--- config.mk ---
export PLATFORM = sky130hd
export DESIGN_NAME = ahb_apb_bridge_mc
export DESIGN_NICKNAME = d
export VERILOG_FILES = /design/src/rtl/ahb_apb_bridge_mc.sv
export SDC_FILE = /design/constraint.sdc
export NUM_CORES = 1
export LEC_CHECK = 0
export CORE_AREA = 2 2 125 127
export DETAILED_ROUTE_END_ITERATION = 10
export DIE_AREA = 0 0 127 129
export SYNTH_ARGS = -nofsm -noshare
export SYNTH_HDL_FRONTEND = slang
export SYNTH_SLANG_ARGS = --single-unit
export TNS_END_PERCENT = 100
--- constraint.sdc ---
create_clock -name HCLK -period 2.4 [get_ports HCLK]
set_input_delay 0.48 -clock HCLK [delete_from_list [all_inputs] [get_ports HCLK]]
set_output_delay 0.48 -clock HCLK [all_outputs]
set_load 0.05 [all_outputs]
--- src/rtl/ahb_apb_bridge_mc.sv ---
// AHB-Lite to APB3 bridge fanning out to NUM_SLAVES peripherals selected by an HADDR index field.
// Define AHB_APB_TIMEOUT_EN to abort APB accesses that stall longer than TIMEOUT_CYCLES.
module ahb_apb_bridge_mc #(
  parameter int ADDR_WIDTH     = 32,
  parameter int DATA_WIDTH     = 32,
  parameter int NUM_SLAVES     = 4,
  parameter int SLV_SEL_LSB    = 12,
  parameter int SLV_SEL_WIDTH  = 4,
  parameter int TIMEOUT_CYCLES = 256
) (
  input  logic                             HCLK,
  input  logic                             HRESET,
  input  logic                             HSEL,
  input  logic [ADDR_WIDTH-1:0]            HADDR,
  input  logic [1:0]                       HTRANS,
  input  logic                             HWRITE,
  input  logic [2:0]                       HSIZE,
  input  logic [DATA_WIDTH-1:0]            HWDATA,
  input  logic                             HREADY,
  output logic                             HREADYOUT,
  output logic [1:0]                       HRESP,
  output logic [DATA_WIDTH-1:0]            HRDATA,
  output logic [ADDR_WIDTH-1:0]            PADDR,
  output logic [NUM_SLAVES-1:0]            PSEL,
  output logic                             PENABLE,
  output logic                             PWRITE,
  output logic [DATA_WIDTH-1:0]            PWDATA,
  input  logic [NUM_SLAVES*DATA_WIDTH-1:0] PRDATA,
  input  logic [NUM_SLAVES-1:0]            PREADY,
  input  logic [NUM_SLAVES-1:0]            PSLVERR,
  output logic [2:0]                       BRIDGE_ERRORS
);

  typedef enum logic [2:0] {
    ST_IDLE,
    ST_SETUP,
    ST_ACCESS,
    ST_ERR_1,
    ST_ERR_2
  } state_t;

  localparam logic [SLV_SEL_WIDTH:0] NUM_SLV = (SLV_SEL_WIDTH+1)'(NUM_SLAVES);

  state_t                    state;
  state_t                    state_nxt;
  logic [ADDR_WIDTH-1:0]     addr_q;
  logic                      write_q;
  logic [SLV_SEL_WIDTH-1:0]  idx_q;
  logic [2:0]                err_q;
  logic [2:0]                err_nxt;

  logic                      addr_valid;
  logic                      idx_in_range;
  logic                      capture;
  logic [SLV_SEL_WIDTH-1:0]  haddr_idx;
  logic                      sel_pready;
  logic                      sel_pslverr;
  logic [DATA_WIDTH-1:0]     sel_prdata;
  logic                      apb_active;
  logic                      timeout_hit;
  logic                      unused_bits;

  // Transfer size and the SEQ/NONSEQ distinction do not affect APB behaviour.
  assign unused_bits  = ^{HSIZE, HTRANS[0]};

  assign addr_valid   = HSEL && HREADY && HTRANS[1];
  assign haddr_idx    = HADDR[SLV_SEL_LSB +: SLV_SEL_WIDTH];
  assign idx_in_range = ({1'b0, haddr_idx} < NUM_SLV);

  // A new address phase is only taken when the bridge is not stalling the bus.
  assign capture = addr_valid &&
                   ((state == ST_IDLE) || (state == ST_ERR_2) ||
                    ((state == ST_ACCESS) && sel_pready && !sel_pslverr));

  always_comb begin
    sel_pready  = 1'b0;
    sel_pslverr = 1'b0;
    sel_prdata  = '0;
    for (int i = 0; i < NUM_SLAVES; i++) begin
      if (idx_q == SLV_SEL_WIDTH'(i)) begin
        sel_pready  = PREADY[i];
        sel_pslverr = PSLVERR[i];
        sel_prdata  = PRDATA[i*DATA_WIDTH +: DATA_WIDTH];
      end
    end
  end

`ifdef AHB_APB_TIMEOUT_EN
  localparam int TCNT_W = $clog2(TIMEOUT_CYCLES + 1);

  logic [TCNT_W-1:0] tcnt;

  always_ff @(posedge HCLK) begin
    if (HRESET) begin
      tcnt <= '0;
    end else if (state == ST_SETUP) begin
      tcnt <= '0;
    end else if (state == ST_ACCESS) begin
      tcnt <= tcnt + 1'b1;
    end
  end

  // tcnt counts completed ACCESS cycles, so this fires in the last allowed one.
  assign timeout_hit = (state == ST_ACCESS) && !sel_pready &&
                       (tcnt == TCNT_W'(TIMEOUT_CYCLES - 1));
`else
  logic [31:0] unused_timeout;

  assign unused_timeout = TIMEOUT_CYCLES;
  assign timeout_hit    = 1'b0;
`endif

  always_ff @(posedge HCLK) begin
    if (HRESET) begin
      state <= ST_IDLE;
    end else begin
      state <= state_nxt;
    end
  end

  always_ff @(posedge HCLK) begin
    if (HRESET) begin
      addr_q  <= '0;
      write_q <= 1'b0;
      idx_q   <= '0;
      err_q   <= '0;
    end else begin
      err_q <= err_nxt;
      if (capture) begin
        addr_q  <= HADDR;
        write_q <= HWRITE;
        idx_q   <= haddr_idx;
      end
    end
  end

  // err_nxt bits are {timeout, slverr, decerr}; registered so each shows as a clean one-cycle pulse.
  always_comb begin
    state_nxt = state;
    err_nxt   = '0;
    case (state)
      ST_IDLE, ST_ERR_2: begin
        if (addr_valid) begin
          if (idx_in_range) begin
            state_nxt = ST_SETUP;
          end else begin
            state_nxt  = ST_ERR_1;
            err_nxt[0] = 1'b1;
          end
        end else begin
          state_nxt = ST_IDLE;
        end
      end
      ST_SETUP: begin
        state_nxt = ST_ACCESS;
      end
      ST_ACCESS: begin
        if (sel_pready) begin
          if (sel_pslverr) begin
            state_nxt  = ST_ERR_2;
            err_nxt[1] = 1'b1;
          end else if (addr_valid) begin
            if (idx_in_range) begin
              state_nxt = ST_SETUP;
            end else begin
              state_nxt  = ST_ERR_1;
              err_nxt[0] = 1'b1;
            end
          end else begin
            state_nxt = ST_IDLE;
          end
        end else if (timeout_hit) begin
          state_nxt  = ST_ERR_1;
          err_nxt[2] = 1'b1;
        end
      end
      ST_ERR_1: begin
        state_nxt = ST_ERR_2;
      end
      default: begin
        state_nxt = ST_IDLE;
      end
    endcase
  end

  always_comb begin
    HREADYOUT  = 1'b1;
    HRESP      = 2'b00;
    HRDATA     = '0;
    PENABLE    = 1'b0;
    apb_active = 1'b0;
    case (state)
      ST_SETUP: begin
        HREADYOUT  = 1'b0;
        apb_active = 1'b1;
      end
      ST_ACCESS: begin
        apb_active = 1'b1;
        PENABLE    = 1'b1;
        if (!sel_pready) begin
          HREADYOUT = 1'b0;
        end else if (sel_pslverr) begin
          HREADYOUT = 1'b0;
          HRESP     = 2'b01;
        end else if (!write_q) begin
          HRDATA = sel_prdata;
        end
      end
      ST_ERR_1: begin
        HREADYOUT = 1'b0;
        HRESP     = 2'b01;
      end
      ST_ERR_2: begin
        HRESP = 2'b01;
      end
      default: begin
      end
    endcase
  end

  always_comb begin
    PSEL = '0;
    for (int i = 0; i < NUM_SLAVES; i++) begin
      if (apb_active && (idx_q == SLV_SEL_WIDTH'(i))) begin
        PSEL[i] = 1'b1;
      end
    end
  end

  // HWDATA stays stable for the whole APB transfer because the bridge holds HREADYOUT low.
  assign PWDATA        = (|PSEL) ? HWDATA : '0;
  assign PADDR         = addr_q;
  assign PWRITE        = write_q;
  assign BRIDGE_ERRORS = err_q;

endmodule

; After elaboration in Yosys (flattened, before gate mapping)
; Cells that the tools add are included.
[word_totals]
register_bits = 43
output_inout_bits = 108
word_cells = 77
[classes]
order_cmp = 1
n_eq_ne = 8
n_mux = 40
bitwise = 2
n_reduce_logical = 20
[op_table]
columns = op, n
row1 = 32-bit two-way mux, 9
row2 = 1-bit two-way mux, 23
row3 = 3-bit case mux with 4 select lines, 1
row4 = 1-bit logical AND, 9
row5 = "4-bit by 2-bit equality test with 1-bit output, second input constant", 2
row6 = 2-bit OR reduction, 4
row7 = "3-bit by 2-bit equality test with 1-bit output, second input constant", 2
row8 = 3-bit two-way mux, 2
row9 = 1-bit case mux with 2 select lines, 3
row10 = "4-bit by 1-bit equality test with 1-bit output, second input constant", 1
row11 = 4-bit zero test, 1
row12 = "4-bit by 3-bit less-than comparator with 1-bit output, second input constant", 1
row13 = 2-bit two-way mux, 2
row14 = 4-bit OR reduction, 1
row15 = "3-bit by 1-bit equality test with 1-bit output, second input constant", 1
row16 = "3-bit equality test, second input constant", 1
row17 = 3-bit zero test, 1
row18 = 3-bit OR reduction, 1
row19 = 1-bit logical OR, 2
row20 = "2-bit != test, second input constant", 1
row21 = 1-bit NOT, 2
row22 = 1-bit zero test, 1

; Longest topological paths before layout
; Gate-level depths: netlist (run 1).
[depth]
depth_word = 9
depth_mapped = 7
ltp_nobuf = 6

; Least setup slack after synthesis (run 1)
; No wires, ideal clock.
[synth_path]
path_kind = reg-to-output
start = register PADDR[12] (netlist name)
end = output HRDATA[30]
arrival_time_ns = 3.559
t_required_ns = 1.920
slack_ns = -1.639
path_stages_with_launch = 7
n_path_buf = 2
cell_sequence = dfxtp_1 > buf_2 > mux2i_1 > o22ai_1 > or4_1 > clkbuf_1 > nor4b_1
[synth_lines]
columns = item, line_no
row1 = to (decl), 22  ; output logic [DATA_WIDTH-1:0] HRDATA,

; Worst setup path in the final report (run 1)
[layout_path]
start = input PREADY[0]
end = output HRDATA[20]
[layout_via]
elab_chain_cells = 6
[layout_rtl]
columns = item, line_no
row1 = from (decl), 29  ; input logic [NUM_SLAVES-1:0] PREADY,
row2 = 1-bit two-way mux (4 in a row), 80  ; if (idx_q == SLV_SEL_WIDTH'(i)) begin
row3 = 32-bit two-way mux, 200  ; if (!sel_pready) begin
row4 = 32-bit two-way mux, 192  ; case (state)
; Every way passes these cells.

==> results of run 1 <==
## layer usage
metal  GRT usage  vias to the layer above  part of all wire
li1            -                     1990                 -
met1      0.2138                     1909              0.37
met2      0.3634                      162              0.55
met3     0.03617                       17             0.067
met4     0.03749                        0             0.014
met5           0                        -                 0
## report_power, final
group	switching (mW)	internal, mW
logic	0.592	0.709
registers	0.0173	0.652
clock network	0.256	0.582
total	0.866	1.94
## kinds of logic (layout without fill, tap and decap cells)
kind of cell	Yosys count	after routing	share of synthesized area
other cells	1	2	0.001209
simple gates	188	188	0.3231
flops	38	38	0.2453
xor+xnor	1	1	0.002824
mux	69	69	0.2287
compound gates	45	45	0.1327
buf+inv	39	373	0.06615
## sequential cells by signal, summed over array words and instances, names as in the netlist
signal	count
BRIDGE_ERRORS	2
PADDR	32
PWRITE	1
state	3
## cells in the mapped netlist, types with 3 or more instances
cell type,n,area (µm²)
a221oi_1,31,271.5
nor2_1,68,255.2
clkbuf_1,20,75.07
and2_1,32,200.2
nand2b_1,67,419.2
dfxtp_1,38,760.7
buf_8,3,45.04
nor3_1,7,35.03
mux2i_1,65,650.6
buf_2,10,50.05
## repair_timing
item / CTS / global route
setup buffers: 11 / 5
gates cloned: 3 / 2
gates resized for setup: 25 / 11
endpoints found under the setup margin: 34 / 42
pin swaps: 7 / 9
## how the worst max path moves through the flow
stage	end	slack, ns	cells past startpoint
after global placement	HRDATA[30]	-0.40	6
final	HRDATA[20]	-0.32	8
after global routing	HRDATA[21]	-0.38	7
after detailed placement	HRDATA[31]	-0.43	7
after CTS	HRDATA[3]	-0.38	7
after floorplan	HRDATA[30]	-0.29	6
## worst min-delay path, delay by kind of cell, from the launching register on
family	cells	cell delay [ns]
flip-flops	1	0.31
multiplexers	1	0.05
AND/OR/NAND/NOR	1	0.06
## layout make-up
cell class,instances,area (µm²),area share
Timing Repair Buffer,362,4370,0.5383
Multi-Input combinational cell,305,2527,0.3113
Sequential cell,38,775.7,0.09555
Tap cell,188,235.2,0.02897
Clock buffer,7,163.9,0.02019
Clock inverter,1,30.03,0.003699
Inverter,3,16.27,0.002003
## through the flow
stage | setup slack [ns] | cells | power [mW]
3_3_place_gp | -0.4046 | 879 | 1.935
4_1_cts | -0.3787 | 899 | 2.826
6_report | -0.3168 | 904 | 2.809
5_1_grt | -0.3751 | 904 | 2.926
2_1_floorplan | -0.2942 | 382 | 1.256
3_5_place_dp | -0.4280 | 879 | 1.943
==> out/results.ini, run 1 <==
[drt]
via_per_inst=4.511
wire_per_inst_um=18.38
wl_um=16620
vias=4078
postRouteAntennaNets=0
drt-initial-drc-count=185
drcViolationCount=0
dr.pass1.iters=5

[floorplanning]
rows=45
fp.dieW_um=127
start_util=0.2071
coreArea_um2=14980
fp.dieH_um=129
ios=318
fp.dieArea_um2=16380

[worst_setup_path]
worst_r2r_endpoint=PADDR[7]$_SDFFE_PP0P_
crit_fanout=5
cp-start-kind=primary input
cp.arrival_ns=2.24
critPathKind=in2out
crit_path_start=PREADY[0]
crit_family=buffers and inverters
required_ns=1.92
crit_top_cell=buf_12
reg2reg_depth=7
crit_chain=clkdlybuf4s50_1, mux2_4, a22oi_2, or4_4, buf_12, clkbuf_16, nor2_4, buf_12
endpoint_kind=primary output
reg2reg_slack_ns=0.39
critPathSlowestCell=or4_4
timing.rr.start=PADDR[13]$_SDFFE_PP0P_
cp_num_buf_inv=4
cp_slowest_stage_delay_ns=0.48

[worst_hold_path]
worstHoldPathType=reg2reg
hold_depth=2
hold_path_startpoint=PADDR[19]$_SDFFE_PP0P_
min_to=PADDR[19]$_SDFFE_PP0P_

[place]
gp_congestion=0.8741
placed_cell_area_um2=7615
dp_hpwl_um=13730
io_buffers=311

[clocking]
clk_path_buf_depth=2
cts_root_buf=clkbuf_16
cts_tree=done
htreeDepth=2
hold_buffers=0
clock_sinks=38
clk_pin_slew_ns=0.06
cts_inserted_buffers=5
clock_latency_ns=0.28

[cells_and_area]
finalInstanceArea_um2=8119
layout_commonest_cell=clkdlybuf4s50_1
fin_nets=925
diodes=0
final_cell_mix=clkdlybuf4s50_1, buf_12, nand2b_1, mux2i_1, buf_4
drive_above_1_share=0.2751
syn_to_final_growth_pct=161.8
fin_util=0.5421
fillers=1291

[timing]
period_share=1.132
fin_ws_ns=-0.3168
rsz0062_at_grt=yes
hold_slack_ns=0.4762
worst_pin_slew_ns=0.5543
fin_skew_ns=0.003829
layout_min_cycle_time_ns=2.717
max_slew_margin=0.6293
setup_viol=33
finalSetupTns_ns=-9.451
max_freq_mhz=368.1
finalHoldViolCount=0
slew_viol_final=0

[yosys]
synth-seq-cells=38
syn-cell-area_um2=3102
yosys_most_used_dff=dfxtp_1
synth_seq_area_share=0.2453
synth.distinct_cells=41
synth_edf_count=0
syn_inst=381
ys_async_sr_fraction=0
avgSynthCellArea_um2=8.141
yosys_warnings=0

[run_status]
violations=negative setup slack
status=finished, violations left

[global_routing]
grt.overflow.total=0
grtUsageTotal=0.1876
grt_pass1_vias=4134
grt_pass1_wl_um=23870
grt_max_degree=43
antenna_found_initial=0

[power_and_ir_drop]
peakVddDrop_uv=366.2
p_leak_nw=2.977
powerDensity_nw_per_um2=345.9

[job]
drv_cap=0

No activity file was read; power rests on OpenSTA's default activity.
==> inputs of run 2 (changes only) <==
==> constraint.sdc (replaced) <==
create_clock -name HCLK -period 2.4 [get_ports HCLK]
set_input_delay 0.24 -clock HCLK [delete_from_list [all_inputs] [get_ports HCLK]]
set_output_delay 0.24 -clock HCLK [all_outputs]
set_load 0.05 [all_outputs]
==> run 2 against run 1 <==
  * The flow still finishes with violations (negative setup slack)
  * Total power decreased by 9.5%
  * Cell count decreased by 3.3%
  * Setup slack improved by 0.22 ns
  * Clock power decreased by 24%
  * Final area decreased by 5.4%
  * Non-clock buffer count decreased by 30
  * Routed wire length decreased by 4.4%
  * Sequential power about the same
  * Largest cell class unchanged
==> out/results.ini, run 2 (same netlist as run 1, synthesis figures left out) <==
[run_status]
status=finished, violations left
violations=negative setup slack

[timing]
finalHoldViolCount=0
period_share=1.040
max_slew_margin=0.4390
slew_viol_final=0
worst_pin_slew_ns=0.8415
rsz0062_at_grt=yes
setup_viol=31
fin_skew_ns=0.005184
fin_ws_ns=-0.09484
layout_min_cycle_time_ns=2.495
max_freq_mhz=400.8
hold_slack_ns=0.4740

[drt]
wl_um=15900
via_per_inst=4.547
postRouteAntennaNets=0
vias=3974
drcViolationCount=0
wire_per_inst_um=18.19
drt-initial-drc-count=152
dr.pass1.iters=4

[power_and_ir_drop]
p_total_mw=2.541
powerDensity_nw_per_um2=330.9
peakVddDrop_uv=299.9
p_leak_nw=2.713

[cells_and_area]
syn_to_final_growth_pct=147.6
final_cell_mix=clkdlybuf4s50_1, buf_12, nand2b_1, mux2i_1, nor2_1
layout_commonest_cell=clkdlybuf4s50_1
fin_nets=895
drive_above_1_share=0.2303
largest_register_ffs=32
fin_util=0.5129
diodes=0
fillers=1359
finalInstanceArea_um2=7681

[clocking]
clock_sinks=38
cts_inserted_buffers=5
hold_buffers=0
htreeDepth=2
clock_latency_ns=0.28
cts_tree=done
clk_pin_slew_ns=0.06
cts_root_buf=clkbuf_16
clk_path_buf_depth=2

[global_routing]
antenna_found_initial=0
grt_max_degree=72
grtUsageTotal=0.1827
grt_pass1_wl_um=23270
grt_pass1_vias=4062
grt.overflow.total=0

[floorplanning]
fp.dieArea_um2=16380
coreArea_um2=14980
rows=45
ios=318
fp.dieW_um=127
start_util=0.2071
fp.dieH_um=129

[worst_hold_path]
worstHoldPathType=reg2reg
hold_depth=2

[worst_setup_path]
crit_chain=inv_2, or3_4, or4_4, buf_16, nor2_4, buf_12
required_ns=2.16
cp-start-kind=flip-flop
critPathKind=reg2out
reg2reg_depth=6
crit_fanout=8
cp_slowest_stage_delay_ns=0.67
cp.arrival_ns=2.25
cp_num_buf_inv=3
critPathSlowestCell=or4_4
endpoint_kind=primary output
crit_family=simple AND/OR/NAND/NOR gates
path_depth=6

[job]
drv_cap=0

[place]
dp_hpwl_um=13010
gp_congestion=0.8382
io_buffers=311
place_ws_ns=-0.009889
placed_cell_area_um2=7408

[run 2: worst paths after layout]
kind	end	startpoint	slack (ns)
setup / recovery	HRDATA[29]	state[1]$_SDFFE_PP0P_	-0.09
hold / removal	PADDR[20]$_SDFFE_PP0P_	PADDR[20]$_SDFFE_PP0P_	0.47
setup reg to reg	PADDR[23]$_SDFFE_PP0P_	PADDR[12]$_SDFFE_PP0P_	0.48
hold reg to reg	PADDR[20]$_SDFFE_PP0P_	PADDR[20]$_SDFFE_PP0P_	0.47
[run 2: where the power goes]
group / internal [mW] / switching [mW]
registers: 0.652 / 0.0195
logic: 0.659 / 0.576
clock network: 0.382 / 0.253
total: 1.69 / 0.849
[run 2: final cells by class]
cell class                      instances  area, µm²  area share
Multi-Input combinational cell        305       2440      0.3176
Clock inverter                          2      10.01    0.001303
Sequential cell                        38      778.2      0.1013
Timing Repair Buffer                  332       4073      0.5302
Clock buffer                            6      128.9     0.01678
Tap cell                              188      235.2     0.03062
Inverter                                3      16.27    0.002118
[run 2: metrics by stage]
step / TNS (ns) / instances
6_report: -1.929 / 874
5_1_grt: -3.762 / 874
4_1_cts: -4.288 / 873
3_5_place_dp: -0.02460 / 860
3_3_place_gp: 0 / 860
2_1_floorplan: -0.5446 / 382
[run 2: what timing repair did]
| item | 4_1_cts | 5_1_grt |
|---|---|---|
| gates cloned | 3 | 0 |
| endpoints found under the setup margin | 31 | 32 |
| hold endpoints to repair | 0 | 0 |
| pin swaps | 16 | 6 |
| gates resized for setup | 6 | 4 |
| setup buffers | 2 | 1 |
[run 2: worst min-delay path: stages (launching register included)]
cell and delay, ns:
dfxtp_1 0.31, nand2b_1 0.06, mux2i_1 0.06
[run 2: per-layer routing]
| layer | track usage | vias to the layer above | wire (µm) |
|---|---|---|---|
| li1 | - | 1936 | - |
| met1 | 0.2160 | 1842 | 6106 |
| met2 | 0.3349 | 178 | 8200 |
| met3 | 0.04491 | 18 | 1319 |
| met4 | 0.04072 | 0 | 270 |
| met5 | 0 | - | 0 |
==> edit 1, RTL diff (flow settings as in run 2) <==
The option `AHB_APB_TIMEOUT_EN` is turned on by a define.
--- a/src/rtl/ahb_apb_bridge_mc.sv
+++ b/src/rtl/ahb_apb_bridge_mc.sv
@@ -1,5 +1,7 @@
 // AHB-Lite to APB3 bridge fanning out to NUM_SLAVES peripherals selected by an HADDR index field.
 // Define AHB_APB_TIMEOUT_EN to abort APB accesses that stall longer than TIMEOUT_CYCLES.
+`define AHB_APB_TIMEOUT_EN
+
 module ahb_apb_bridge_mc #(
   parameter int ADDR_WIDTH     = 32,
   parameter int DATA_WIDTH     = 32,
Check against the original RTL: same outputs for any inputs over 4 cycles, from zero or initial values and one cycle with HRESET high; that may be too few to reach the edited logic, so the function may still have changed.
==> edit 1 against run 2 <==
The run still ends with setup timing left. Final area increased by 9.6%. First-iteration DRC count decreased by 4.6%. Wire length increased by 13%. Sequential cell count increased by 10. Synthesized area increased by 23%. Worst setup slack improved by 0.043 ns. Die area unchanged. Critical endpoint is now HRDATA[30]. Total power increased by 8.8%.
==> edit 1: results (changes against run 2) <==
[placed_design]
post-place-ws_ns = -0.0198  ; was -0.00989 ns
gp_congestion = 0.905  ; was 0.838
hpwlAfterDp_mm = 14.7  ; was 13.0 mm
dp_cells = 907  ; was 860
dpl_cell_area_sq_mm = 0.00809  ; was 0.00741 sq mm
io_buffers = 312  ; was 311

[synthesis]
synth_mux_area_share_pct = 19.4  ; was 22.9%
synth_commonest_cells = 68 x nand2b_1, 60 x mux2i_1, 48 x dfxtp_1  ; was 68 x nor2_1, 67 x nand2b_1, 65 x mux2i_1
yosys.cell_types.count = 47  ; was 41
yosysSeqAreaShare_pct = 25.2  ; was 24.5%
yosys.area_share.xor_xnor_pct = 1.38  ; was 0.282%
synth_compound_area_share_pct = 17.6  ; was 13.3%
synthesis.instances = 424  ; was 381
synth_area_leaders = dfxtp_1 25%, mux2i_1 16%, nand2b_1 11%, a211oi_2 8.9%, nor2b_1 5.6%  ; was dfxtp_1 25%, mux2i_1 21%, nand2b_1 14%, a221oi_1 8.8%, nor2_1 8.2%
synthAdderAreaFrac_pct = 0.657  ; was 0%

[worst_setup_path]
critical_path.max_stage_delay_ns = 0.40  ; was 0.67 ns
critPathArrivalTime_ns = 2.21  ; was 2.25 ns
cp_max_fo = 6  ; was 8
cp_top_family = buffers and inverters  ; was simple AND/OR/NAND/NOR gates
slowest_stage = dfxtp_4  ; was or4_4

[detailed_routing]
vias_per_cell = 4.61  ; was 4.55
wl_mm = 17.9  ; was 15.9 mm
drtIter0Drc = 145  ; was 152
met1Wirelength_mm = 6.76  ; was 6.11 mm
met3WireLength_mm = 1.33  ; was 1.32 mm
top_layer_used = met5  ; was met4
wl_met2_mm = 9.45  ; was 8.20 mm

[layout]
final_layout_size_suffix_gt1_share_pct = 22.2  ; was 23.0%
layout.cells.non_filler = 923  ; was 874
final_nets = 945  ; was 895

[grt]
use_met3_pct = 4.32  ; was 4.49%
grt_max_degree = 74  ; was 72
grt_first_pass_wirelength_mm = 25.7  ; was 23.3 mm
grtUsageTotal_pct = 20.3  ; was 18.3%
grt_use_met2_pct = 37.7  ; was 33.5%
antenna_found_initial = 2  ; was 0
use_met1_pct = 23.9  ; was 21.6%
grt_pass1_vias = 4228  ; was 4062

[power]
ir_worst_vdd_uv = 253  ; was 300 uV
p_leak_nw = 2.96  ; was 2.71 nW

[timing]
fin_skew_ns = 0.00857  ; was 0.00518 ns
tns_ns = -0.950  ; was -1.93 ns
setup_slack_ns = -0.0514  ; was -0.0948 ns
finalSetupViolations = 27  ; was 31
relSlewSlack_pct = 56.0  ; was 43.9%

[status]
outcome = finished with violations  ; unchanged
violations = setup timing  ; unchanged

[cts]
post_cts_resized = 9  ; was 6
post_cts_buffers = 2  ; unchanged
clock-root-buffer = clkbuf_16  ; unchanged

[hold_path]
worstHoldPathType = reg2reg  ; unchanged

[edit 1: changes by cell type after synthesis, sizes merged, moves of 6 or more]
| cell | run 2 | this run |
|---|---|---|
| a211oi | 0 | 55 |
| nor2 | 68 | 17 |
| nor2b | 0 | 34 |
| a221oi | 32 | 0 |
| dfxtp | 38 | 48 |
| nand2 | 2 | 11 |
| mux2i | 66 | 60 |
[edit 1: power by group]
part | total [mW] | switching [mW] | internal, mW
sequential | 0.841 | 0.0208 | 0.821
clock | 0.690 | 0.302 | 0.389
combinational | 1.23 | 0.566 | 0.669
total | 2.77 | 0.888 | 1.88
[edit 1: area by class of cell]
class	instances	area, sq um
Antenna cell	1	2.50
Clock buffer	6	129
Clock inverter	2	16.3
Fill cell	1344	6560
Inverter	3	12.5
Multi-Input combinational cell	335	2890
Sequential cell	48	973
Tap cell	188	235
Timing Repair Buffer	340	4160
[edit 1: cells by family after synthesis]
family                   after synthesis
AO/OA/AOI/OAI                         73
XOR/XNOR                               6
adder cells (fa/ha/maj)                2
buffers and inverters                 41
flip-flops                            48
multiplexers                          67
other                                  1
AND/OR/NAND/NOR                      186
[edit 1: tightest hold or removal path: cells and delay by family (launching register included)]
family / cells / cell delay (ns)
multiplexers: 1 / 0.05
flip-flops: 1 / 0.32
AND/OR/NAND/NOR: 1 / 0.06
[edit 1: path summary, 6_finish.rpt]
| path | slack [ns] | from | cells after the start | endpoint |
|---|---|---|---|---|
| setup / recovery | -0.05 | PADDR[12] | 8 | HRDATA[30] |
| hold / removal | 0.47 | PADDR[28] | 2 | PADDR[28] |
| setup reg to reg | 0.37 | PADDR[12] | 7 | PADDR[8] |
| hold reg to reg | 0.47 | PADDR[28] | 2 | PADDR[28] |
==> edit 2, RTL diff (flow settings as in run 2) <==
Made on the original files. Re-encode `state_t` (5 states) as Gray code, 3 bits wide.
--- a/src/rtl/ahb_apb_bridge_mc.sv
+++ b/src/rtl/ahb_apb_bridge_mc.sv
@@ -32,11 +32,11 @@
 );
 
   typedef enum logic [2:0] {
-    ST_IDLE,
-    ST_SETUP,
-    ST_ACCESS,
-    ST_ERR_1,
-    ST_ERR_2
+    ST_IDLE   = 3'b000,
+    ST_SETUP  = 3'b001,
+    ST_ACCESS = 3'b011,
+    ST_ERR_1  = 3'b010,
+    ST_ERR_2  = 3'b110
   } state_t;
 
   localparam logic [SLV_SEL_WIDTH:0] NUM_SLV = (SLV_SEL_WIDTH+1)'(NUM_SLAVES);
Function: no difference found for any inputs over 10 cycles, from zero or initial values and one cycle with HRESET high; not proved beyond that.
==> edit 2 against run 2 <==
Total power fell by 11%. Sequential share of layout area fell by 0.33 points. Sequential power barely moved. Final area rose by 2.2%. Cell count fell by 0.69%. Worst setup slack improved by 0.14 ns. Wire length fell by 7.4%. Count of clock-buffer cells in the layout rose by 1. Sequential cell count did not move. Fmax rose by 6.1%. Synthesized cell count did not move. Core utilization rose by 1.1 points. Die area did not move. Synthesized area rose by 4.3%.
==> edit 2: results (changes against run 2) <==
[layout]
layout.cells.non_filler = 868  ; was 874
final_nets = 890  ; was 895
final_layout_size_suffix_gt1_share_pct = 20.9  ; was 23.0%

[placed_design]
hpwlAfterDp_mm = 12.5  ; was 13.0 mm
post-place-ws_ns = 0.0648  ; was -0.00989 ns
dp_cells = 859  ; was 860
gp_congestion = 0.837  ; was 0.838

[grt]
grtUsageTotal_pct = 16.5  ; was 18.3%
grt_use_met2_pct = 32.5  ; was 33.5%
use_met3_pct = 3.91  ; was 4.49%

[worst_setup_path]
ff2ff_path_depth = 7  ; was 6
r2r-end = PADDR[9]  ; was PADDR[23]

[timing]
whs_ns = 0.475  ; was 0.474 ns
fin_skew_ns = 0.00461  ; was 0.00518 ns
post-route-period-util_pct = 98.0  ; was 104%

[synthesis]
yosysSeqAreaShare_pct = 23.5  ; was 24.5%
synth_compound_area_share_pct = 17.3  ; was 13.3%
yosys.cell_types.count = 38  ; was 41
yosys.area_share.xor_xnor_pct = 0.271  ; was 0.282%
synth_commonest_cells = 68 x nand2b_1, 62 x mux2i_1, 59 x a211oi_1  ; was 68 x nor2_1, 67 x nand2b_1, 65 x mux2i_1

[power]
ir_worst_vdd_uv = 392  ; was 300 uV
power_mw = 2.26  ; was 2.54 mW

[status]
outcome = finished, final reports clean  ; was finished with violations

[cts]
post_cts_resized = 1  ; was 6

[hold_path]
holdPathEnd = PADDR[0]  ; was PADDR[20]

[detailed_routing]
wire_per_inst_microns = 17.0  ; was 18.2 microns
drtIter0Drc = 99  ; was 152

edit 2: cell types whose count changed after synthesis, moves of 3 or more:
cell             run 2  this run
buf_2               10         6
clkbuf_1            20        25
nor3_1               7         4
a221oi_1            31         0
nor2b_1              0        33
nand2_1              2         6
mux2i_1             65        62
a211oi_1             0        59
nor2_1              68         8
edit 2: kinds of logic (layout without fill, tap and decap cells):
logic type,Yosys count,in the layout
xor gates and xnor gates,1,1
buffers and inverters,40,338
other,1,2
DFF,38,38
AOI/OAI and AO/OA,73,73
muxes,67,67
and+or+nand+nor,161,161
edit 2: routing by layer:
layer / wire length, microns / vias to the layer above
met5: 0 / -
met4: 221 / 0
met3: 1050 / 16
met2: 8150 / 164
met1: 5290 / 1776
li1: - / 1913
edit 2: area by class of cell:
cell class	instances	area (sq um)	area share, %
timing repair buffer	328	4000	50.9
multi-input combinational	304	2670	34.1
sequential	38	769	9.80
tap	188	235	3.00
clock buffer	7	164	2.09
inverter	3	11.3	0.143
